**config.mk**
```make
export PLATFORM = sky130hd
export DESIGN_NAME = wb_sram_bank_bridge
export DESIGN_NICKNAME = d
export VERILOG_FILES = /design/src/rtl/wb_sram_bank_bridge.sv
export SDC_FILE = /design/constraint.sdc
export NUM_CORES = 1
export LEC_CHECK = 0
export CORE_AREA = 3 3 165 167
export CTS_CLUSTER_SIZE = 40
export DETAILED_ROUTE_END_ITERATION = 10
export DIE_AREA = 0 0 168 170
export PLACE_DENSITY_LB_ADDON = 0.12
export SYNTH_ARGS = -nofsm -noshare
export SYNTH_HDL_FRONTEND = slang
export SYNTH_SLANG_ARGS = --single-unit
```
**constraint.sdc**
```tcl
create_clock -name wb_clk_i -period 3 [get_ports wb_clk_i]
set_clock_uncertainty 0.2 [all_clocks]
set_input_delay 0.6 -clock wb_clk_i [delete_from_list [all_inputs] [get_ports wb_clk_i]]
set_output_delay 0.6 -clock wb_clk_i [all_outputs]
set_load 0.05 [all_outputs]
```
**src/rtl/wb_sram_bank_bridge.sv**
```systemverilog
// Wishbone slave bridging a decoded address window onto NUM_BANKS dual-port SRAM macros
// (port 0 read/write, port 1 read-only) with a programmable read-capture latency.
module wb_sram_bank_bridge #(
  parameter int          NUM_BANKS = 4,
  parameter int          ADDR_W    = 9,
  parameter int          DATA_W    = 32,
  parameter logic [31:0] BASE_ADDR = 32'h3000_0000,
  parameter int          RD_LAT    = 1
) (
  input  logic                        wb_clk_i,
  input  logic                        resetn,
  input  logic                        wbs_stb_i,
  input  logic                        wbs_cyc_i,
  input  logic                        wbs_we_i,
  input  logic [DATA_W/8-1:0]         wbs_sel_i,
  input  logic [31:0]                 wbs_adr_i,
  input  logic [DATA_W-1:0]           wbs_dat_i,
  output logic                        wbs_ack_o,
  output logic [DATA_W-1:0]           wbs_dat_o,
  output logic [NUM_BANKS-1:0]        csb0,
  output logic                        web0,
  output logic [DATA_W/8-1:0]         wmask0,
  output logic [ADDR_W-1:0]           addr0,
  output logic [DATA_W-1:0]           din0,
  output logic [NUM_BANKS-1:0]        csb1,
  output logic [ADDR_W-1:0]           addr1,
  input  logic [NUM_BANKS*DATA_W-1:0] dout0,
  input  logic [NUM_BANKS*DATA_W-1:0] dout1
);

  localparam int BANK_W  = (NUM_BANKS > 1) ? $clog2(NUM_BANKS) : 1;
  localparam int WM_W    = DATA_W / 8;
  localparam int WIN_LSB = ADDR_W + BANK_W + 3;
  localparam int CNT_W   = (RD_LAT > 1) ? $clog2(RD_LAT) : 1;

  typedef enum logic [2:0] {IDLE, ISSUE, WAIT, CAPT, ACK} state_t;

  state_t               state_reg, state_next;
  logic [CNT_W-1:0]     cnt_reg, cnt_next;
  logic [BANK_W-1:0]    bank_reg, bank_next;
  logic                 port_reg, port_next;
  logic                 we_reg, we_next;
  logic                 null_reg, null_next;
  logic                 abort_reg, abort_next;
  logic [DATA_W-1:0]    rdata_reg, rdata_next;
  logic [NUM_BANKS-1:0] csb0_reg, csb0_next;
  logic [NUM_BANKS-1:0] csb1_reg, csb1_next;
  logic                 web0_reg, web0_next;
  logic [WM_W-1:0]      wmask0_reg, wmask0_next;
  logic [ADDR_W-1:0]    addr0_reg, addr0_next;
  logic [DATA_W-1:0]    din0_reg, din0_next;
  logic [ADDR_W-1:0]    addr1_reg, addr1_next;

  logic [ADDR_W-1:0]    word_dec;
  logic [BANK_W-1:0]    bank_dec;
  logic                 port_dec;
  logic                 hit;
  logic                 bank_ok;
  logic                 req;
  logic [NUM_BANKS-1:0] bank_hot;
  logic [DATA_W-1:0]    cap_data;
  logic                 unused_adr;

  assign word_dec   = wbs_adr_i[ADDR_W+1:2];
  assign bank_dec   = wbs_adr_i[ADDR_W+2 +: BANK_W];
  assign port_dec   = wbs_adr_i[ADDR_W+BANK_W+2];
  assign hit        = (wbs_adr_i[31:WIN_LSB] == BASE_ADDR[31:WIN_LSB]);
  assign bank_ok    = (int'(bank_dec) < NUM_BANKS);
  assign req        = wbs_stb_i & wbs_cyc_i & hit;
  assign unused_adr = ^wbs_adr_i[1:0];

  // An out-of-range bank number leaves every bit clear, so it selects nothing.
  for (genvar gi = 0; gi < NUM_BANKS; gi++) begin : g_bank_hot
    assign bank_hot[gi] = (bank_dec == BANK_W'(gi));
  end

  always_comb begin
    cap_data = '0;
    for (int b = 0; b < NUM_BANKS; b++) begin
      if (int'(bank_reg) == b) begin
        cap_data = port_reg ? dout1[b*DATA_W +: DATA_W] : dout0[b*DATA_W +: DATA_W];
      end
    end
    if (null_reg) begin
      cap_data = '0;
    end
  end

  always_comb begin
    state_next  = state_reg;
    cnt_next    = cnt_reg;
    bank_next   = bank_reg;
    port_next   = port_reg;
    we_next     = we_reg;
    null_next   = null_reg;
    abort_next  = abort_reg;
    rdata_next  = rdata_reg;
    csb0_next   = csb0_reg;
    csb1_next   = csb1_reg;
    web0_next   = web0_reg;
    wmask0_next = wmask0_reg;
    addr0_next  = addr0_reg;
    din0_next   = din0_reg;
    addr1_next  = addr1_reg;

    // Once cyc drops the master has abandoned the cycle; remember it so no late ack escapes.
    if (state_reg != IDLE && !wbs_cyc_i) begin
      abort_next = 1'b1;
    end

    case (state_reg)
      IDLE: begin
        if (req) begin
          bank_next  = bank_dec;
          port_next  = port_dec;
          we_next    = wbs_we_i;
          null_next  = !bank_ok || (port_dec && wbs_we_i);
          abort_next = 1'b0;
          if (!port_dec && bank_ok) begin
            csb0_next   = ~bank_hot;
            web0_next   = !wbs_we_i;
            addr0_next  = word_dec;
            wmask0_next = wbs_we_i ? wbs_sel_i : '0;
            if (wbs_we_i) begin
              din0_next = wbs_dat_i;
            end
          end else if (port_dec && !wbs_we_i && bank_ok) begin
            csb1_next  = ~bank_hot;
            addr1_next = word_dec;
          end
          state_next = ISSUE;
        end
      end
      ISSUE: begin
        csb0_next = '1;
        csb1_next = '1;
        web0_next = 1'b1;
        if (we_reg) begin
          state_next = ACK;
        end else if (RD_LAT == 1) begin
          state_next = CAPT;
        end else begin
          cnt_next   = CNT_W'(RD_LAT - 1);
          state_next = WAIT;
        end
      end
      WAIT: begin
        cnt_next = cnt_reg - CNT_W'(1);
        if (cnt_reg == CNT_W'(1)) begin
          state_next = CAPT;
        end
      end
      CAPT: begin
        rdata_next = cap_data;
        state_next = ACK;
      end
      ACK: begin
        state_next = IDLE;
      end
      default: begin
        state_next = IDLE;
      end
    endcase
  end

  always_ff @(posedge wb_clk_i or negedge resetn) begin
    if (!resetn) begin
      state_reg  <= IDLE;
      cnt_reg    <= '0;
      bank_reg   <= '0;
      port_reg   <= 1'b0;
      we_reg     <= 1'b0;
      null_reg   <= 1'b0;
      abort_reg  <= 1'b0;
      rdata_reg  <= '0;
      csb0_reg   <= '1;
      csb1_reg   <= '1;
      web0_reg   <= 1'b1;
      wmask0_reg <= '0;
      addr0_reg  <= '0;
      din0_reg   <= '0;
      addr1_reg  <= '0;
    end else begin
      state_reg  <= state_next;
      cnt_reg    <= cnt_next;
      bank_reg   <= bank_next;
      port_reg   <= port_next;
      we_reg     <= we_next;
      null_reg   <= null_next;
      abort_reg  <= abort_next;
      rdata_reg  <= rdata_next;
      csb0_reg   <= csb0_next;
      csb1_reg   <= csb1_next;
      web0_reg   <= web0_next;
      wmask0_reg <= wmask0_next;
      addr0_reg  <= addr0_next;
      din0_reg   <= din0_next;
      addr1_reg  <= addr1_next;
    end
  end

  assign wbs_ack_o = (state_reg == ACK) && wbs_cyc_i && !abort_reg;
  assign wbs_dat_o = (state_reg == ACK && !we_reg) ? rdata_reg : '0;
  assign csb0      = csb0_reg;
  assign csb1      = csb1_reg;
  assign web0      = web0_reg;
  assign wmask0    = wmask0_reg;
  assign addr0     = addr0_reg;
  assign din0      = din0_reg;
  assign addr1     = addr1_reg;

endmodule

```
Word level (Yosys, flattened, before mapping) --
Index checks and enable logic that the tools add are counted.
Cells by class: add/sub/neg operators 1, multiply operators 0, div/mod/pow operators 0, order comparisons 0, eq/ne operators 16, shift-type cells 0, muxes and demuxes 28, bitwise logic cells 4, reduce and logical (&&, ||, !) cells 22
Operators with widths (number):
- 32-bit 2-to-1 mux | 10
- 4-bit 2-to-1 mux | 6
- 18-bit by 16-bit equality test with 1-bit output, second input constant | 1
- 4-bit one-hot mux with 2 select lines | 2
- 3-bit one-hot mux with 4 select lines | 1
- 4-bit AND reduction | 3
- 2-bit != test, second input constant | 5
- 3-bit 2-to-1 mux | 3
- 2-bit equality test, second input constant | 4
- 3-bit by 2-bit equality test with 1-bit output, second input constant | 2
- 1-bit logical AND | 6
- 3-bit AND reduction | 2
- 1-bit 2-to-1 mux | 5
- 2-bit by 1-bit equality test with 1-bit output, second input constant | 2
- 1-bit zero test | 4
- 2-bit zero test | 2
- 4-bit inverter | 1
- 2-bit AND reduction | 2
- 3-bit by 1-bit equality test with 1-bit output, second input constant | 1
- 3-bit equality test, second input constant | 1
- 3-bit zero test | 1
- 3-bit nonzero test | 1
- 1-bit AND | 2
- 1-bit one-hot mux with 2 select lines | 1
- 3 further kinds | 3
Word-level totals: register bits 105, bits in latches 0, RAM bits 0, bits in read-only memories 0, output and inout port bits 96, word-level logic and storage cells 86, memories 0

Logic depth before layout (Yosys ltp) --
Gate-level depths: netlist (run 1).
depth in word-level cells 6, gate-level depth with buffers 8, mapped depth without buffers 4

Worst setup path after synthesis (run 1) --
OpenSTA, ideal clock, no wires.
kind reg-to-output, start reg state_reg[0], end out wbs_ack_o, arrival time 2.189 ns, required time 2.200 ns, path slack 0.011 ns, cell stages (with the launch flop) 3, path buffers 0, cell sequence dfrtp_1 > nand2b_1 > nor4b_1
On the way: cells in the longest elaborated chain, start to end 3
RTL lines:
- from (decl) | line 38 | state_t state_reg, state_next;
- from (signal assigned) | line 184 | state_reg <= state_next;
- 3-bit equality test | line 202 | assign wbs_ack_o = (state_reg == ACK) && wbs_cyc_i && !abort_reg;
- 1-bit logical AND (2 in series) | line 202
- to (decl) | line 18 | output logic wbs_ack_o,
Every way passes these cells.

Worst setup path in the final report (run 1) --
start reg state_reg[0], end out wbs_dat_o[26]
On the way: cells in the longest elaborated chain, start to end 3
RTL lines:
- 3-bit equality test | line 203 | assign wbs_dat_o = (state_reg == ACK && !we_reg) ? rdata_reg : '0;
- 1-bit logical AND | line 203
- 32-bit 2-to-1 mux | line 203
- to (decl) | line 19 | output logic [DATA_W-1:0] wbs_dat_o,
Every way passes these cells.

==> results.yml, run 1 <==
status:
  status: "completed"
critical_path:
  crit_path_start: "state_reg[0]"
  crit_path_max_fanout: 32
  worstRegToRegCells: 3
  worstSetupStartpointType: "register"
  reg2reg_from: "bank_reg[0]"
  crit_end: "wbs_dat_o[26]"
  critical_path_class: "register to output port"
  path_cells: "nand2b_1, nor3_2, buf_4, and2_1, buf_12"
  max_stage_delay_ns: 0.44
  cp_slowest_cell: "dfrtp_1"
  crit_required_ns: 2.20
  end_kind: "output port"
  worstReg2RegEnd: "rdata_reg[30]"
  rrSetupSlack_ns: 0.52
  arrival_ns: 1.85
power_and_ir_drop:
  power.density_nw_per_um2: 276
  clockPowerShare: 0.378
  intPower_w: 0.00246
  power.share.switching: 0.232
  pwr-share-seq: 0.443
  p_sw_w: 0.000743
  p_leak_nw: 4.60
  ir_drop_uv: 241
  combPwrFrac: 0.179
  p_total_w: 0.00320
clock_network:
  cts-hold-fix-buffers: 0
  clk_pin_slew_ns: 0.08
  cts-root-buf: "clkbuf_16"
  numCtsBuffers: 9
  clock_latency_ns: 0.35
  cts_setup_buffers: 0
  cts_resized: 0
  cts_tree: "done"
  htreeDepth: 3
  cts.path.max_buffers: 2
  cts.sinks: 105
job:
  cap_violations: 0
sta:
  max_freq_mhz: 378
  maxSlewHeadroom: 0.128
  report.final.hold_viol_count: 0
  max_slew.worst_pin.slew_ns: 1.30
  setup_viol: 0
  hold-worst-slack_ns: 0.0221
  tns_ns: 0
  rsz0062_at_grt: "no"
  finalCritPeriodShare: 0.882
  drv_slew: 0
  finalCriticalPeriod_ns: 2.65
floorplan:
  core_area_um2: 25900
  fp.dieArea_um2: 28600
  fp.dieH_um: 170
  initial_core_util: 0.243
  ioPinCount: 425
  fp-row-count: 59
  fp.dieW_um: 168
global_routing:
  grt_max_degree: 50
  grt_pass1_vias: 6006
  grt_pass1_wl_um: 37500
  grt-ovfl-total: 0
  antenna_found_initial: 2
  grt.total_usage: 0.174
yosys:
  synth-seq-cells: 105
  synth.top_cell.area_share: 0.381
  synth_cells: 517
  syn-num-nets: 846
  syn_area_per_cell_um2: 12.2
  ys_types: 36
  synthTopCellsByArea: "dfrtp_1 38%, mux2i_1 13%, mux4_2 11%, mux2_2 9.5%, a221oi_1 4.3%"
  synth_area_um2: 6310
  ys_seq_area_frac: 0.418
  yosys_warnings: 0
  synth_area_leader_cell: "dfrtp_1"
cells_and_area:
  final_cell_mix: "388 x clkdlybuf4s50_1, 93 x dfrtp_1, 80 x mux2i_1, 53 x mux2_2, 47 x nor2_1"
  drive_above_1_share: 0.189
  n_fill_cell: 2452
  nNetsFinal: 1257
  final_common_cell: "clkdlybuf4s50_1"
  final_core_util: 0.447
  stdcell_count: 1268
  n_antenna_cell: 0
  syn2layout_area_growth_pct: 83.6
placement:
  hpwl_um: 21000
  portBuffers: 422
  gp_congestion: 0.764
  dp_cells: 1252
routing:
  drt_iter0_drc: 249
  ant_nets: 0
  drt-total-wl_um: 26300
  drtPass1Iterations: 4
  vias: 5879
  vias_per_cell: 4.64
  drc: 0
  wire_per_inst_um: 20.7
worst_hold_path:
  hp-class: "input pin to async pin"
## layer usage
metal  up-vias  wire length [um]  global-route usage
li1       2787                 -                   -
met1      2797             10300               0.206
met2       269             13200               0.307
met3        22              2370              0.0555
met4         4               406              0.0438
met5         -                26                   0
## synth_stat cells (all sizes together)
cell	number
dfstp	9
buf	27
nor4b	1
nand3b	2
a221oi	31
or4	3
a32oi	2
a21oi	1
nand3	3
nor4bb	2
nand2	9
mux2	54
nor2	48
nor4	9
nand2b	6
inv	7
and2	33
dfrtp	96
or3	1
nor2b	3
a22o	31
xor2	1
mux4	31
nor3	3
clkbuf	18
nor3b	2
mux2i	80
o21ai	2
a31oi	1
nand4	1
## worst min-delay path by stage
stage | cells after the start | endpoint | slack (ns) | start
global placement | 2 | rdata_reg[2] | 0.26 | rdata_reg[2]
floorplan | 0 | abort_reg | 0.10 | resetn
global route | 1 | din0[20] | 0.06 | resetn
finish | 1 | din0[30] | 0.02 | resetn
detailed placement | 1 | cnt_reg | 0.27 | cnt_reg
CTS | 1 | din0[26] | 0.04 | resetn
## power groups by stage
stage / combinational (W) / sequential [W] / clock (W)
2_1_floorplan: 0.0000923 / 0.00144 / 0
3_3_place_gp: 0.000578 / 0.00144 / 0
3_5_place_dp: 0.000581 / 0.00144 / 0
4_1_cts: 0.000583 / 0.00142 / 0.00126
5_1_grt: 0.000617 / 0.00142 / 0.00132
6_report: 0.000574 / 0.00142 / 0.00121
## critical path: cells and delay by family (launching register included)
kind | cells | cell delay [ns]
AND/OR/NAND/NOR | 3 | 0.54
flip-flops | 1 | 0.44
buffers and inverters | 2 | 0.49
## cell type report
| type | instances | area (um^2) | area share |
|---|---|---|---|
| timing repair buffer | 445 | 4770 | 0.412 |
| inverter | 7 | 26.3 | 0.00227 |
| tap | 335 | 419 | 0.0362 |
| sequential | 105 | 2650 | 0.228 |
| clock buffer | 10 | 239 | 0.0206 |
| clock inverter | 6 | 58.8 | 0.00508 |
| multi-input combinational | 360 | 3420 | 0.295 |
## cell families after synthesis
kind of cell / count (synthesis) / synth area share
DFF: 105 / 0.418
muxes: 165 / 0.334
buffers and inverters: 52 / 0.0420
and+or+nand+nor: 126 / 0.112
xor gates and xnor gates: 1 / 0.00139
AOI/OAI and AO/OA: 68 / 0.0922
## per-stage QoR
step                      setup slack [ns]  cell area [um^2]
final                                0.353             11600
after global routing                 0.234             11600
after floorplan                     0.0108              6310
after global placement             -0.0111             11300
after CTS                            0.286             11600
after detailed placement           -0.0101             11300
Power figures use the tool's default switching activity.
==> run 2, diff against run 1 <==
--- a/constraint.sdc
+++ b/constraint.sdc
@@ -4,2 +4,2 @@
 set_output_delay 0.6 -clock wb_clk_i [all_outputs]
-set_load 0.05 [all_outputs]
+set_load 0.01 [all_outputs]
==> results.yml, run 2 (same netlist as run 1, synthesis figures left out) <==
global_routing:
  grt_pass1_vias: 6090
  antenna_found_initial: 4
  grt.total_usage: 0.175
  grt-ovfl-total: 0
  grt_max_degree: 40
  grt_pass1_wl_um: 37800
clock_network:
  cts_setup_buffers: 0
  clk_pin_slew_ns: 0.08
  cts.sinks: 105
  cts-root-buf: "clkbuf_16"
  htreeDepth: 3
  cts-hold-fix-buffers: 0
  clock_latency_ns: 0.34
  numCtsBuffers: 9
  cts_tree: "done"
  cts.path.max_buffers: 2
routing:
  ant_nets: 0
  drc: 0
  wire_per_inst_um: 20.7
  drtPass1Iterations: 4
  drt-total-wl_um: 26200
  drt_iter0_drc: 206
  vias_per_cell: 4.67
  vias: 5922
sta:
  setup_viol: 0
  finalCriticalPeriod_ns: 2.91
  finalCritPeriodShare: 0.970
  rsz0062_at_grt: "no"
  max_slew.worst_pin.slew_ns: 1.22
  max_freq_mhz: 344
  tns_ns: 0
  setup_ws_ns: 0.0893
  report.final.hold_viol_count: 0
  maxSlewHeadroom: 0.187
  drv_slew: 0
cells_and_area:
  syn2layout_area_growth_pct: 79.7
  final_common_cell: "clkdlybuf4s50_1"
  final_cell_mix: "405 x clkdlybuf4s50_1, 92 x dfrtp_1, 80 x mux2i_1, 53 x mux2_2, 47 x nor2_1"
  drive_above_1_share: 0.151
  nNetsFinal: 1255
placement:
  hpwl_um: 20900
  gp_congestion: 0.765
  portBuffers: 422
  post-place-ws_ns: 0.0234
floorplan:
  initial_core_util: 0.243
  core_area_um2: 25900
  fp.dieW_um: 168
  fp.dieArea_um2: 28600
  fp.dieH_um: 170
  ioPinCount: 425
  fp-row-count: 59
power_and_ir_drop:
  intPower_w: 0.00244
  p_sw_w: 0.000736
  clockPowerShare: 0.372
  p_total_w: 0.00317
  combPwrFrac: 0.181
  p_leak_nw: 4.69
  power.share.switching: 0.232
  ir_drop_uv: 238
  pwr-share-seq: 0.446
  power.density_nw_per_um2: 280
critical_path:
  end_kind: "output port"
  critPathTopFamily: "buffers and inverters"
  critical_path_class: "register to output port"
  cp_slowest_cell: "clkdlybuf4s50_1"
  path_cells: "nand2b_1, nor3_4, buf_12, and2_1, clkdlybuf4s50_1"
  arrival_ns: 2.11
  crit_buf_inv: 2
  crit_path_max_fanout: 32
  worstSetupStartpointType: "register"
  worstRegToRegCells: 4
  crit_required_ns: 2.20
  max_stage_delay_ns: 0.58
  crit_cells: 5
job:
  cap_violations: 0
worst_hold_path:
  hp-class: "input pin to async pin"
status:
  status: "completed"
[run 2: final timing paths]
check                              from            end  slack (ns)
max                        state_reg[0]  wbs_dat_o[28]        0.09
min                              resetn       din0[24]        0.02
max reg2reg                state_reg[1]        din0[2]        0.60
min reg2reg                     cnt_reg        cnt_reg        0.28
max in group asynchronous        resetn       addr1[4]        1.96
min in group wb_clk_i           cnt_reg        cnt_reg        0.28
[run 2: per-layer routing]
metal,track usage,part of all wire
met5,0,0.0010
met4,0.0345,0.0096
met3,0.0618,0.094
met2,0.314,0.51
met1,0.203,0.39
[run 2: stage by stage]
step | std cells | instance area, um^2 | util | hold WS, ns
final | 1268 | 11300 | 0.438 | 0.0200
after detailed placement | 1250 | 11000 | 0.425 | 0.269
after CTS | 1266 | 11300 | 0.436 | 0.0302
after global routing | 1267 | 11300 | 0.438 | 0.0392
after floorplan | 517 | 6310 | - | 0.104
after global placement | 1250 | 11000 | 0.425 | 0.263
[run 2: area by class of cell]
type | count | area [um^2]
diodes | 2 | 5.00
inverters | 7 | 26.3
flip-flops and latches | 105 | 2650
well taps | 335 | 419
multi-input cells | 360 | 3430
clock inverters | 6 | 58.8
clock buffers | 10 | 229
repair buffers | 443 | 4530
fillers | 2513 | 14600
[run 2: repair_timing]
action	in CTS	in global routing
gates cloned	0	0
gates resized for setup	4	14
endpoints found under the setup margin	4	28
[run 2: power by group through the flow]
stage          logic [W]  clock network, W  registers, W
3_3_place_gp    0.000580                 0       0.00144
5_1_grt         0.000619           0.00130       0.00142
6_report        0.000575           0.00118       0.00142
2_1_floorplan  0.0000923                 0       0.00144
3_5_place_dp    0.000581                 0       0.00144
4_1_cts         0.000584           0.00125       0.00142
